===== src/rtl/rom_mp_if.sv =====
// rom_mp_if : request/response bundle for the multi-port ROM.
//
// Parameters : NUM_PORTS, ADDRESS_WIDTH, WORD_WIDTH (must match rom_mp).
// Signals    : req_valid/req_ready/req_addr  - per-port read request
//              rsp_valid/rsp_ready/rsp_data  - per-port read response
//              rsp_err                       - per-port out-of-range flag,
//                                              present only with the macro
//                                              ROM_ADDR_CHECK_EN defined
// Port p of a packed vector uses slice [p*WIDTH +: WIDTH].
// Modports   : master (request producer / response consumer), slave (ROM).
interface rom_mp_if #(
  parameter int NUM_PORTS     = 2,
  parameter int ADDRESS_WIDTH = 6,
  parameter int WORD_WIDTH    = 24
);
  logic [NUM_PORTS-1:0]               req_valid;
  logic [NUM_PORTS-1:0]               req_ready;
  logic [NUM_PORTS*ADDRESS_WIDTH-1:0] req_addr;
  logic [NUM_PORTS-1:0]               rsp_valid;
  logic [NUM_PORTS-1:0]               rsp_ready;
  logic [NUM_PORTS*WORD_WIDTH-1:0]    rsp_data;
`ifdef ROM_ADDR_CHECK_EN
  logic [NUM_PORTS-1:0]               rsp_err;

  modport master (output req_valid, req_addr, rsp_ready,
                  input  req_ready, rsp_valid, rsp_data, rsp_err);
  modport slave  (input  req_valid, req_addr, rsp_ready,
                  output req_ready, rsp_valid, rsp_data, rsp_err);
`else
  modport master (output req_valid, req_addr, rsp_ready,
                  input  req_ready, rsp_valid, rsp_data);
  modport slave  (input  req_valid, req_addr, rsp_ready,
                  output req_ready, rsp_valid, rsp_data);
`endif
endinterface


===== src/rtl/rom_mp.sv =====
// rom_mp : multi-port read-only memory with per-port pipelined reads,
// credit-based flow control and an output FIFO per port.
//
// Parameters : ROM_FILE      - coefficient image identifier; the words are
//                              generated by romWord() so the array is a pure
//                              constant; an empty name yields an all-zero ROM
//              LINES         - number of ROM words
//              ADDRESS_WIDTH - address bits per port
//              WORD_WIDTH    - data bits per word
//              NUM_PORTS     - independent read ports (1..4)
//              READ_LATENCY  - cycles from acceptance to response (1..4)
// Ports      : clk - clock, rising edge
//              rst - synchronous active-high reset
//              bus - rom_mp_if slave modport (request/response per port)
// Option     : define ROM_ADDR_CHECK_EN to return zero data with rsp_err=1
//              for addresses >= LINES; otherwise such reads return X.
module rom_mp #(
  parameter string ROM_FILE      = "encoder/dct.rom",
  parameter int    LINES         = 64,
  parameter int    ADDRESS_WIDTH = 6,
  parameter int    WORD_WIDTH    = 24,
  parameter int    NUM_PORTS     = 2,
  parameter int    READ_LATENCY  = 2
) (
  input  logic     clk,
  input  logic     rst,
  rom_mp_if.slave  bus
);
  localparam int Depth      = READ_LATENCY + 1;
  localparam int PtrW       = $clog2(Depth);
  localparam int CntW       = $clog2(Depth + 1);
  localparam bit BlankImage = (ROM_FILE == "");

  // Constant ROM image: multiplicative hash of the word index.
  function automatic logic [WORD_WIDTH-1:0] romWord(input logic [ADDRESS_WIDTH-1:0] idx);
    logic [31:0] h;
    h = 32'(idx) * 32'h9E37_79B1;
    return BlankImage ? '0 : WORD_WIDTH'(h >> 5);
  endfunction

  // Depth is not necessarily a power of two, so pointers wrap explicitly.
  function automatic logic [PtrW-1:0] nextPtr(input logic [PtrW-1:0] ptr);
    return (ptr == PtrW'(Depth - 1)) ? '0 : ptr + PtrW'(1);
  endfunction

  // Holds req_ready low during reset and releases it on the first edge
  // that samples rst low.
  logic readyEn_q;

  always_ff @(posedge clk) begin
    if (rst) readyEn_q <= 1'b0;
    else     readyEn_q <= 1'b1;
  end

  for (genvar p = 0; p < NUM_PORTS; p++) begin : g_port
    logic [ADDRESS_WIDTH-1:0] addr;
    logic                     inRange;
    logic                     accept;
    logic                     pop;
    logic                     push;
    logic [WORD_WIDTH-1:0]    lookData;
    logic [READ_LATENCY-1:0]  pipeValid_q;
    logic [WORD_WIDTH-1:0]    pipeData_q [READ_LATENCY];
    logic [WORD_WIDTH-1:0]    fifoData_q [Depth];
    logic [PtrW-1:0]          wrPtr_q, wrPtr_d, rdPtr_q, rdPtr_d;
    logic [CntW-1:0]          count_q, count_d, credit_q, credit_d;

    assign addr    = bus.req_addr[p*ADDRESS_WIDTH +: ADDRESS_WIDTH];
    assign inRange = int'(addr) < LINES;

`ifdef ROM_ADDR_CHECK_EN
    assign lookData = inRange ? romWord(addr) : '0;
`else
    assign lookData = inRange ? romWord(addr) : 'x;
`endif

    // Credit covers in-flight plus buffered responses, so the FIFO cannot
    // overflow; a pop in the same cycle frees a slot for this acceptance.
    assign bus.req_ready[p] = readyEn_q && ((credit_q < CntW'(Depth)) || pop);
    assign accept           = bus.req_valid[p] && bus.req_ready[p];
    assign bus.rsp_valid[p] = (count_q != '0);
    assign pop              = bus.rsp_valid[p] && bus.rsp_ready[p];
    assign push             = pipeValid_q[READ_LATENCY-1];
    assign bus.rsp_data[p*WORD_WIDTH +: WORD_WIDTH] =
      bus.rsp_valid[p] ? fifoData_q[rdPtr_q] : 'x;

    always_ff @(posedge clk) begin
      if (rst) begin
        pipeValid_q <= '0;
      end else begin
        pipeValid_q[0] <= accept;
        for (int s = 1; s < READ_LATENCY; s++) pipeValid_q[s] <= pipeValid_q[s-1];
      end
    end

    // Data path carries no reset; validity is tracked by pipeValid_q/count_q.
    always_ff @(posedge clk) begin
      pipeData_q[0] <= lookData;
      for (int s = 1; s < READ_LATENCY; s++) pipeData_q[s] <= pipeData_q[s-1];
      if (push) fifoData_q[wrPtr_q] <= pipeData_q[READ_LATENCY-1];
    end

    always_comb begin
      wrPtr_d  = push ? nextPtr(wrPtr_q) : wrPtr_q;
      rdPtr_d  = pop  ? nextPtr(rdPtr_q) : rdPtr_q;
      count_d  = count_q  + CntW'(push)   - CntW'(pop);
      credit_d = credit_q + CntW'(accept) - CntW'(pop);
    end

    always_ff @(posedge clk) begin
      if (rst) begin
        wrPtr_q  <= '0;
        rdPtr_q  <= '0;
        count_q  <= '0;
        credit_q <= '0;
      end else begin
        wrPtr_q  <= wrPtr_d;
        rdPtr_q  <= rdPtr_d;
        count_q  <= count_d;
        credit_q <= credit_d;
      end
    end

`ifdef ROM_ADDR_CHECK_EN
    logic [READ_LATENCY-1:0] pipeErr_q;
    logic [Depth-1:0]        fifoErr_q;

    always_ff @(posedge clk) begin
      pipeErr_q[0] <= !inRange;
      for (int s = 1; s < READ_LATENCY; s++) pipeErr_q[s] <= pipeErr_q[s-1];
      if (push) fifoErr_q[wrPtr_q] <= pipeErr_q[READ_LATENCY-1];
    end

    assign bus.rsp_err[p] = bus.rsp_valid[p] && fifoErr_q[rdPtr_q];
`endif
  end
endmodule


===== src/flat_wrapper.sv =====
// flat-port wrapper written by rule: the top's interface ports become plain ports
module rom_mp_flat 
#(
  parameter string ROM_FILE      = "               ",
  parameter int    LINES         = 64,
  parameter int    ADDRESS_WIDTH = 6,
  parameter int    WORD_WIDTH    = 24,
  parameter int    NUM_PORTS     = 2,
  parameter int    READ_LATENCY  = 2
)
  (clk, rst, bus_req_valid, bus_req_addr, bus_rsp_ready, bus_req_ready, bus_rsp_valid, bus_rsp_data);
  rom_mp_if #(.NUM_PORTS(NUM_PORTS), .ADDRESS_WIDTH(ADDRESS_WIDTH), .WORD_WIDTH(WORD_WIDTH)) bus_i ();
  input  logic clk;
  input  logic rst;
  input wire logic [$bits(bus_i.req_valid)-1:0] bus_req_valid;
  input wire logic [$bits(bus_i.req_addr)-1:0] bus_req_addr;
  input wire logic [$bits(bus_i.rsp_ready)-1:0] bus_rsp_ready;
  output wire logic [$bits(bus_i.req_ready)-1:0] bus_req_ready;
  output wire logic [$bits(bus_i.rsp_valid)-1:0] bus_rsp_valid;
  output wire logic [$bits(bus_i.rsp_data)-1:0] bus_rsp_data;
  assign bus_i.req_valid = bus_req_valid;
  assign bus_i.req_addr = bus_req_addr;
  assign bus_i.rsp_ready = bus_rsp_ready;
  assign bus_req_ready = bus_i.req_ready;
  assign bus_rsp_valid = bus_i.rsp_valid;
  assign bus_rsp_data = bus_i.rsp_data;
  rom_mp #(.ROM_FILE(ROM_FILE), .LINES(LINES), .ADDRESS_WIDTH(ADDRESS_WIDTH), .WORD_WIDTH(WORD_WIDTH), .NUM_PORTS(NUM_PORTS), .READ_LATENCY(READ_LATENCY)) u_core (.clk(clk), .rst(rst), .bus(bus_i));
endmodule

===== config.mk =====
export PLATFORM = sky130hd
export DESIGN_NAME = rom_mp_flat
export DESIGN_NICKNAME = d
export VERILOG_FILES = /design/src/rtl/rom_mp_if.sv /design/src/rtl/rom_mp.sv /design/src/flat_wrapper.sv
export SDC_FILE = /design/constraint.sdc
export NUM_CORES = 1
export LEC_CHECK = 0
export ABC_CLOCK_PERIOD_IN_PS = 9850
export CORE_ASPECT_RATIO = 0.75
export CORE_MARGIN = 2
export CORE_UTILIZATION = 63
export DETAILED_ROUTE_END_ITERATION = 16
export PLACE_DENSITY = 0.82
export SYNTH_ARGS = -nofsm -noshare
export SYNTH_HDL_FRONTEND = slang
export SYNTH_SLANG_ARGS = --single-unit

===== constraint.sdc =====
create_clock -name clk -period 9.85 [get_ports clk]
set_clock_uncertainty 0.1 [all_clocks]
set_input_delay 0.985 -clock clk [delete_from_list [all_inputs] [get_ports clk]]
set_output_delay 0.985 -clock clk [all_outputs]
set_load 0.02 [all_outputs]

After elaboration in Yosys (flattened, before gate mapping)
Memories as Yosys holds them, arrays and structs flattened. A register that Yosys moved wholly into a read port is not among the register bits.
Index checks and enable logic that the tools add are counted.
W data, S select, Z words.
- bits in registers: 21
- output and inout bits: 52
- word-level logic and storage cells: 60
- memory bits (writable): 240
- memories: 4
- add/subtract/negate cells: 12
- $mul: 2
- equal/unequal tests: 4
- magnitude comparators: 2
- muxes and demuxes: 15
- reduce and logical (&&, ||, !) cells: 10
- memory list (name ; depth ; bits a word ; rd ports ; clocked after memory_dff ; wr ports ; RTL line ; source):
    u_core.g_port[0].fifoData_q ; 3 ; 24 ; 1 ; 1 ; 1 ; rom_mp.sv:64 ; logic [WORD_WIDTH-1:0] fifoData_q [Depth];
    u_core.g_port[1].fifoData_q ; 3 ; 24 ; 1 ; 1 ; 1 ; rom_mp.sv:64 ;
    u_core.g_port[0].pipeData_q ; 2 ; 24 ; 2 ; 0 ; 2 ; rom_mp.sv:63 ; logic [WORD_WIDTH-1:0] pipeData_q [READ_LATENCY];
    u_core.g_port[1].pipeData_q ; 2 ; 24 ; 2 ; 0 ; 2 ; rom_mp.sv:63 ;
- operator list (cell ; number):
    $mul A6 B32 Y29 const B ; 2
    $mux W24 ; 2
    $mux W2 ; 8
    $add A2 B1 Y2 ; 4
    $add A2 B1 Y2 const B ; 4
    $eq A2 B2 Y1 const B ; 4
    $sub A2 B1 Y2 ; 4
    $logic_and A1 B1 Y1 ; 6
    $mux W1 ; 5
    $lt A2 B2 Y1 const B ; 2
    $reduce_bool A2 Y1 ; 2
    $logic_or A1 B1 Y1 ; 2

Logic depth before layout (Yosys ltp)
- word-level depth: 7
- mapped depth: 15

Worst setup path after synthesis
Ideal clock, no wire load.
- path type: input -> register
- start point: input port bus_req_addr[3]
- end point: memory u_core.g_port[0].pipeData_q[0][23]
- buffers on the path: 1
- data required time: 9.629 ns
- setup time: 0.121 ns
- stages on the path: 14
- slack: 5.538 ns
- arrival: 4.091 ns
- path through: fa_1 -> fa_1 -> inv_1 -> fa_1 -> inv_1 -> ha_1 -> clkbuf_1 -> a21oi_1 -> nor2b_1 -> o21ai_0 -> o21ai_0 -> or3_1 -> o22ai_1 -> xnor2_1
- RTL lines (what ; RTL line ; source):
    start: declaration ; flat_wrapper.sv:16 ; input wire logic [$bits(bus_i.req_addr)-1:0] bus_req_addr;
    end: declaration ; rom_mp.sv:63 ;

==> flow_summary.yaml <==
status:
  status: "completed"
cts:
  cts_hold_buf: 0
  cts_buffers: 24
  cts_tree: "built"
  clk_pin_slew_worst_paths_ps: 60
  clk_latency_ps: 500
  post_cts_resized: 0
  root_buffer: "clkbuf_16"
  cts.sinks: 265
  htreeDepth: 1
  cts_buffer_depth: 3
  post_cts_buffers: 0
finish:
  drive_above_1_share_pct: 6.708
  mostFrequentLayoutCell: "edfxtp_1"
  finalNonFillerCells: 1386
  area_delta_synth_final_pct: 14.90
  final_area_sq_mm: 0.01453
  fillCellCount: 1250
  final_nets: 1295
  antenna_cells: 0
  final_cell_mix: "edfxtp_1 (144), inv_1 (138), dfxtp_1 (121), ha_1 (103)"
global_routing:
  antenna_found_initial: 0
  grt-ovfl-total: 0
  grt_pass1_wl_um: 39200
  grt_usage_pct: 23.45
  grt_pass1_vias: 7485
  grt_max_degree: 49
die:
  start_util_pct: 64.72
  die_h_um: 126.7
  core_area_sq_mm: 0.01954
  ios: 70
  dieArea_sq_mm: 0.02124
  rows: 44
  die_width_um: 167.6
logic_synthesis:
  yosys-top-cells-area: "edfxtp_1 (34%), dfxtp_1 (19%), ha_1 (10%)"
  ys_seq_elements: 265
  synthArstFlopShare_pct: 0
  avgSynthCellArea_sq_um: 12.24
  synth_edf_count: 144
  synth_warnings: 0
  synth.distinct_cells: 53
  ys.flop_type: "edfxtp_1"
  synth-seq-area-share_pct: 53.34
  synth_area_sq_mm: 0.01265
  synth_top_area_share_pct: 34.19
  syn_nets: 1213
  synthCells: 1033
  yosysTopAreaCell: "edfxtp_1"
setup_path:
  max_stage_delay_ps: 560
  crit_cells: 14
  crit_buf_inv: 3
  rr_worst_depth: 10
  critical_path.endpoint_type: "flip-flop"
  cp_slowest_cell: "clkdlybuf4s50_1"
  worstPathCellList: "clkdlybuf4s50_1, inv_1, fa_1, inv_1, ha_1, or2_2, fa_1, ha_1, a21oi_1, o21ai_0, a21oi_2, o21ai_2, a2111oi_0, a311oi_1"
  cp.arrival_ps: 5100
  worstSetupPathType: "in2reg"
  critPathMaxFanout: 7
  start_kind: "input port"
  crit_family: "adder cells"
  required_ps: 10110
placed_design:
  dp_hpwl_um: 17430
  placed_cell_area_sq_mm: 0.01367
  io_buffers: 69
  placedCellCount: 1342
  gp_congestion: 0.9479
sta:
  grt_setup_unrepaired: "false"
  finalSetupTns_ps: 0
  worst_slew_pin_slew_ps: 699.4
  fmax_ghz: 0.2065
  min_period_ps: 4842
  setup_viol: 0
  finalCritPeriodShare_pct: 49.16
  maxSlewViolCount: 0
  slew_headroom_pct: 53.23
  finalHoldViolCount: 0
detailed_routing:
  dr.first_iter.drc_count: 540
  num_vias: 7516
  drcViolationCount: 0
  postRouteAntennaNets: 0
  routed_wl_um: 24410
  wl_per_cell_um: 17.61
  drtPass1Iterations: 5
  vias_per_cell: 5.423
power:
  ir_drop_mv: 0.1303
  leakagePower_uw: 0.006024
  power_density_mw_per_mm2: 269.7
flow_run:
  maxCapViolCount: 0
worst_hold_path:
  hold_path_class: "reg2reg"
  hold_depth: 0
-- worst reg2reg max path, delay by kind of cell (launching register included) --
family | cells | cell delay, ps
flip-flops | 1 | 330
buffers and inverters | 1 | 70
AND/OR/NAND/NOR | 4 | 630
AO/OA/AOI/OAI | 1 | 130
adder cells (fa/ha/maj) | 2 | 400
XOR/XNOR | 2 | 320
-- power breakdown --
part	internal [uW]	switching [uW]
Clock	585	370
Sequential	1490	133
Combinational	575	763
-- path summary, 6_finish.rpt --
| check | slack (ps) | endpoint | start |
|---|---|---|---|
| setup / recovery | 5010 | u_core.g_port[0].pipeData_q[0][20] | bus_req_addr[0] |
| hold / removal | 230 | u_core.g_port[1].pipeData_q[0][28] | u_core.g_port[1].pipeData_q[0][4] |
| setup reg to reg | 7720 | u_core.g_port[1].credit_q[1] | u_core.g_port[1].count_q[1] |
| hold reg to reg | 230 | u_core.g_port[1].pipeData_q[0][28] | u_core.g_port[1].pipeData_q[0][4] |
-- metal layers --
| layer | share of wire [%] | track usage (%) |
|---|---|---|
| met3 | 4.4 | 2.559 |
| met1 | 50 | 36.08 |
| met4 | 0.80 | 3.529 |
| met5 | 0 | 0 |
| met2 | 45 | 37.32 |
-- state kept, by name, summed over array words and instances, names as in the netlist, named ones only --
name,flops
u_core.g_port.count_q,4
u_core.g_port.credit_q,4
u_core.g_port.fifoData_q,144
u_core.g_port.pipeData_q,96
u_core.g_port.pipeValid_q,4
u_core.g_port.rdPtr_q,4
u_core.g_port.wrPtr_q,4
u_core.readyEn_q,1
-- cell type report --
cell class / instances / area (sq um) / area share (%)
sequential: 265 / 6746 / 46.42
clock inverter: 5 / 28.78 / 0.1980
multi-input combinational: 607 / 5320 / 36.61
timing repair buffer: 79 / 765.7 / 5.269
clock buffer: 39 / 837.1 / 5.760
inverter: 138 / 518.0 / 3.564
tap: 253 / 316.6 / 2.178
-- synth_stat cells, types with 20 or more instances --
| cell | instances |
|---|---|
| inv_1 | 138 |
| dfxtp_1 | 121 |
| ha_1 | 103 |
| a21o_1 | 20 |
| edfxtp_1 | 144 |
| o21ai_0 | 73 |
| nor2_1 | 37 |
| mux2i_1 | 49 |
| nand2_1 | 73 |
| fa_1 | 59 |
| a21oi_1 | 38 |
| xnor2_1 | 32 |
-- logic make-up (layout without fill, tap and decap cells) --
kind of cell | count (synthesis) | in the layout | synth area share, %
xor gates and xnor gates | 49 | 49 | 3.393
DFF | 265 | 265 | 53.34
adders and majority gates | 162 | 162 | 19.53
and+or+nand+nor | 170 | 170 | 6.360
AOI/OAI and AO/OA | 177 | 177 | 8.705
buffers and inverters | 161 | 261 | 4.798
muxes | 49 | 49 | 3.878
-- metrics by stage --
| stage | worst slack (ps) | hold WS [ps] | total power (uW) | util (%) |
|---|---|---|---|---|
| floorplan | 5538 | 209.6 | 2532 | - |
| global placement | 4644 | 210.2 | 2905 | 69.93 |
| detailed placement | 4555 | 212.1 | 2954 | 69.93 |
| CTS | 5089 | 217.9 | 3922 | 74.36 |
| global route | 4780 | 230.6 | 4137 | 74.36 |
| finish | 5008 | 226.4 | 3919 | 74.36 |
(Power assumes the default switching activity.)
==> RTL edit, RTL diff (same flow settings) <==
`WORD_WIDTH` is set to 24 in 3 places; all go to 36.
--- a/src/rtl/rom_mp_if.sv
+++ b/src/rtl/rom_mp_if.sv
@@ -13,3 +13,3 @@
   parameter int ADDRESS_WIDTH = 6,
-  parameter int WORD_WIDTH    = 24
+  parameter int WORD_WIDTH    = 36
 );
--- a/src/rtl/rom_mp.sv
+++ b/src/rtl/rom_mp.sv
@@ -20,3 +20,3 @@
   parameter int    ADDRESS_WIDTH = 6,
-  parameter int    WORD_WIDTH    = 24,
+  parameter int    WORD_WIDTH    = 36,
   parameter int    NUM_PORTS     = 2,
--- a/src/flat_wrapper.sv
+++ b/src/flat_wrapper.sv
@@ -6,3 +6,3 @@
   parameter int    ADDRESS_WIDTH = 6,
-  parameter int    WORD_WIDTH    = 24,
+  parameter int    WORD_WIDTH    = 36,
   parameter int    NUM_PORTS     = 2,
Interface: changed (resized bus_rsp_data); port bits go from 70 to 94. The function was not compared with the original's and may differ.
==> RTL edit against the unedited design <==
Sequential share of layout area grew 0.65 points; sequential cell count grew 30; setup slack lost 0.089 ns; critical path type unchanged; combinational power grew 12%; wire length grew 14%; cell area grew 10%; synthesized area grew 11%; total power grew 9.5%.
==> RTL edit: results (changes against the unedited design) <==
* Global-route wire length before repair at 44.8 mm (was 39.2 mm)
* Global Route met2 Usage at 0.363 (was 0.373)
* Synth warn at 0 (unchanged)
* Largest net degree at the start of global routing at 55 (was 49)
* Met2 routed wirelength at 12.0 mm (was 11.0 mm)
* Count of input and output buffers at 75 (was 69)
* Fillers at 1500 (was 1250)
* PostCTS Resize Cnt at 0 (unchanged)
* Delay of the slowest cell on the worst path at 0.63 ns (was 0.56 ns)
* TritonCTS Buffers at 27 (was 24)
* M3 GR Usage at 0.0345 (was 0.0256)
* Leakage at 0.00663 uW (was 0.00602 uW)
* Netlist cell types at 60 (was 53)
* Worst hold path class: reg2reg (unchanged)
* Worst IR Drop VDD at 0.124 mV (was 0.130 mV)
* DR WL met3 at 1.83 mm (was 1.08 mm)
* Met1 Use GR at 0.383 (was 0.361)
* Critical path launch point: bus_req_addr[0] (unchanged)
* Synth top area cells: edfxtp_1, dfxtp_1, ha_1 (unchanged)
* Worst-Margin Slew at 0.888 ns (was 0.699 ns)
* Worst Reg-to-Reg Cells at 10 (unchanged)
* CP max-delay cell: clkdlybuf4s50_1 (unchanged)
* Average wire per standard cell at 18.0 um (was 17.6 um)
* Worst-Skew Late Latency at 0.52 ns (was 0.50 ns)
* Status: completed (unchanged)
* Total track usage at 0.244 (was 0.235)
* Post-synth EDFFs at 162 (was 144)
* Routed vias at 8457 (was 7516)
* CTS clk-pin slew, worst paths at 0.07 ns
* DRT met1 WL at 13.7 mm (was 12.1 mm)
* DRT Pass-1 Iters at 4 (was 5)
* Largest regs: u_core.g_port.fifoData_q x162, u_core.g_port.pipeData_q x108 (was u_core.g_port.fifoData_q x144, u_core.g_port.pipeData_q x96)
* Hold Path End: u_core.g_port[1].pipeData_q[0][46] (was u_core.g_port[1].pipeData_q[0][28])
* Hold WS at 0.223 ns (was 0.226 ns)
* Post-DP HPWL at 19.8 mm (was 17.4 mm)
* R2r setup slk at 7.73 ns (was 7.72 ns)
* Synth cell count leaders: edfxtp_1, inv_1, dfxtp_1, ha_1, nand2_1 (was edfxtp_1, inv_1, dfxtp_1, ha_1)
* Post-synthesis sequential area ratio at 0.534 (was 0.533)
* Initial DRC Count at 746 (was 540)
* Vias in the first global route at 8361 (was 7485)
* N_diodes at 0 (unchanged)
* CP top delay family: adder cells (unchanged)
* CTS root buffer: clkbuf_16 (unchanged)
* Crit path max fanout at 5 (was 7)
* Worst r2r src: u_core.g_port[0].count_q[1] (was u_core.g_port[1].count_q[1])
* Hold Startpoint: u_core.g_port[1].pipeData_q[0][10] (was u_core.g_port[1].pipeData_q[0][4])
* Nets at 1432 (was 1295)
* Share of layout cells above drive strength 1 at 0.0532 (was 0.0671)
* Placer Congestion at 0.957 (was 0.948)
* Worst r2r dst: u_core.g_port[0].credit_q[1] (was u_core.g_port[1].credit_q[1])
-- RTL edit: how the worst max path moves through the flow --
stage | end | slack [ns] | cells past startpoint
after floorplan | u_core.g_port[0].pipeData_q[0][22] | 5.42 | 13
after global placement | u_core.g_port[1].pipeData_q[0][24] | 4.52 | 16
after detailed placement | u_core.g_port[1].pipeData_q[0][24] | 4.46 | 15
after CTS | u_core.g_port[0].pipeData_q[0][26] | 4.97 | 16
after global routing | u_core.g_port[1].pipeData_q[0][26] | 4.69 | 14
final | u_core.g_port[0].pipeData_q[0][26] | 4.92 | 16
-- RTL edit: kinds of logic (layout without fill, tap and decap cells) --
logic type	count (synthesis)	after routing	share of synthesized area
flops	295	295	0.534
compound gates	196	196	0.0894
buf+inv	189	280	0.0554
simple gates	188	188	0.0604
fa+ha+maj	174	174	0.188
mux	56	56	0.0398
xor+xnor	53	53	0.0329
other cells	1	18	0.000266
-- RTL edit: metrics by stage --
stage / setup WS (ns) / cell area, sq um / instances / utilization
6_report: 4.92 / 16000 / 1554 / 0.727
4_1_cts: 4.97 / 16000 / 1554 / 0.727
3_5_place_dp: 4.46 / 15100 / 1505 / 0.689
5_1_grt: 4.69 / 16000 / 1554 / 0.727
2_1_floorplan: 5.42 / 14200 / 1169 / -
3_3_place_gp: 4.52 / 15100 / 1505 / 0.689
-- RTL edit: area by class of cell --
cell class	instances	area, sq um	area share
Tap cell	294	368	0.0230
Inverter	148	556	0.0347
Clock inverter	8	62.6	0.00391
Sequential cell	295	7530	0.471
Clock buffer	41	779	0.0488
Timing Repair Buffer	83	811	0.0507
Multi-Input combinational cell	685	5890	0.368
-- RTL edit: report_power, final --
group	switching [uW]	internal [uW]	total [uW]
registers	149	1670	1810
clock network	431	551	982
logic	856	640	1500
total	1440	2860	4290
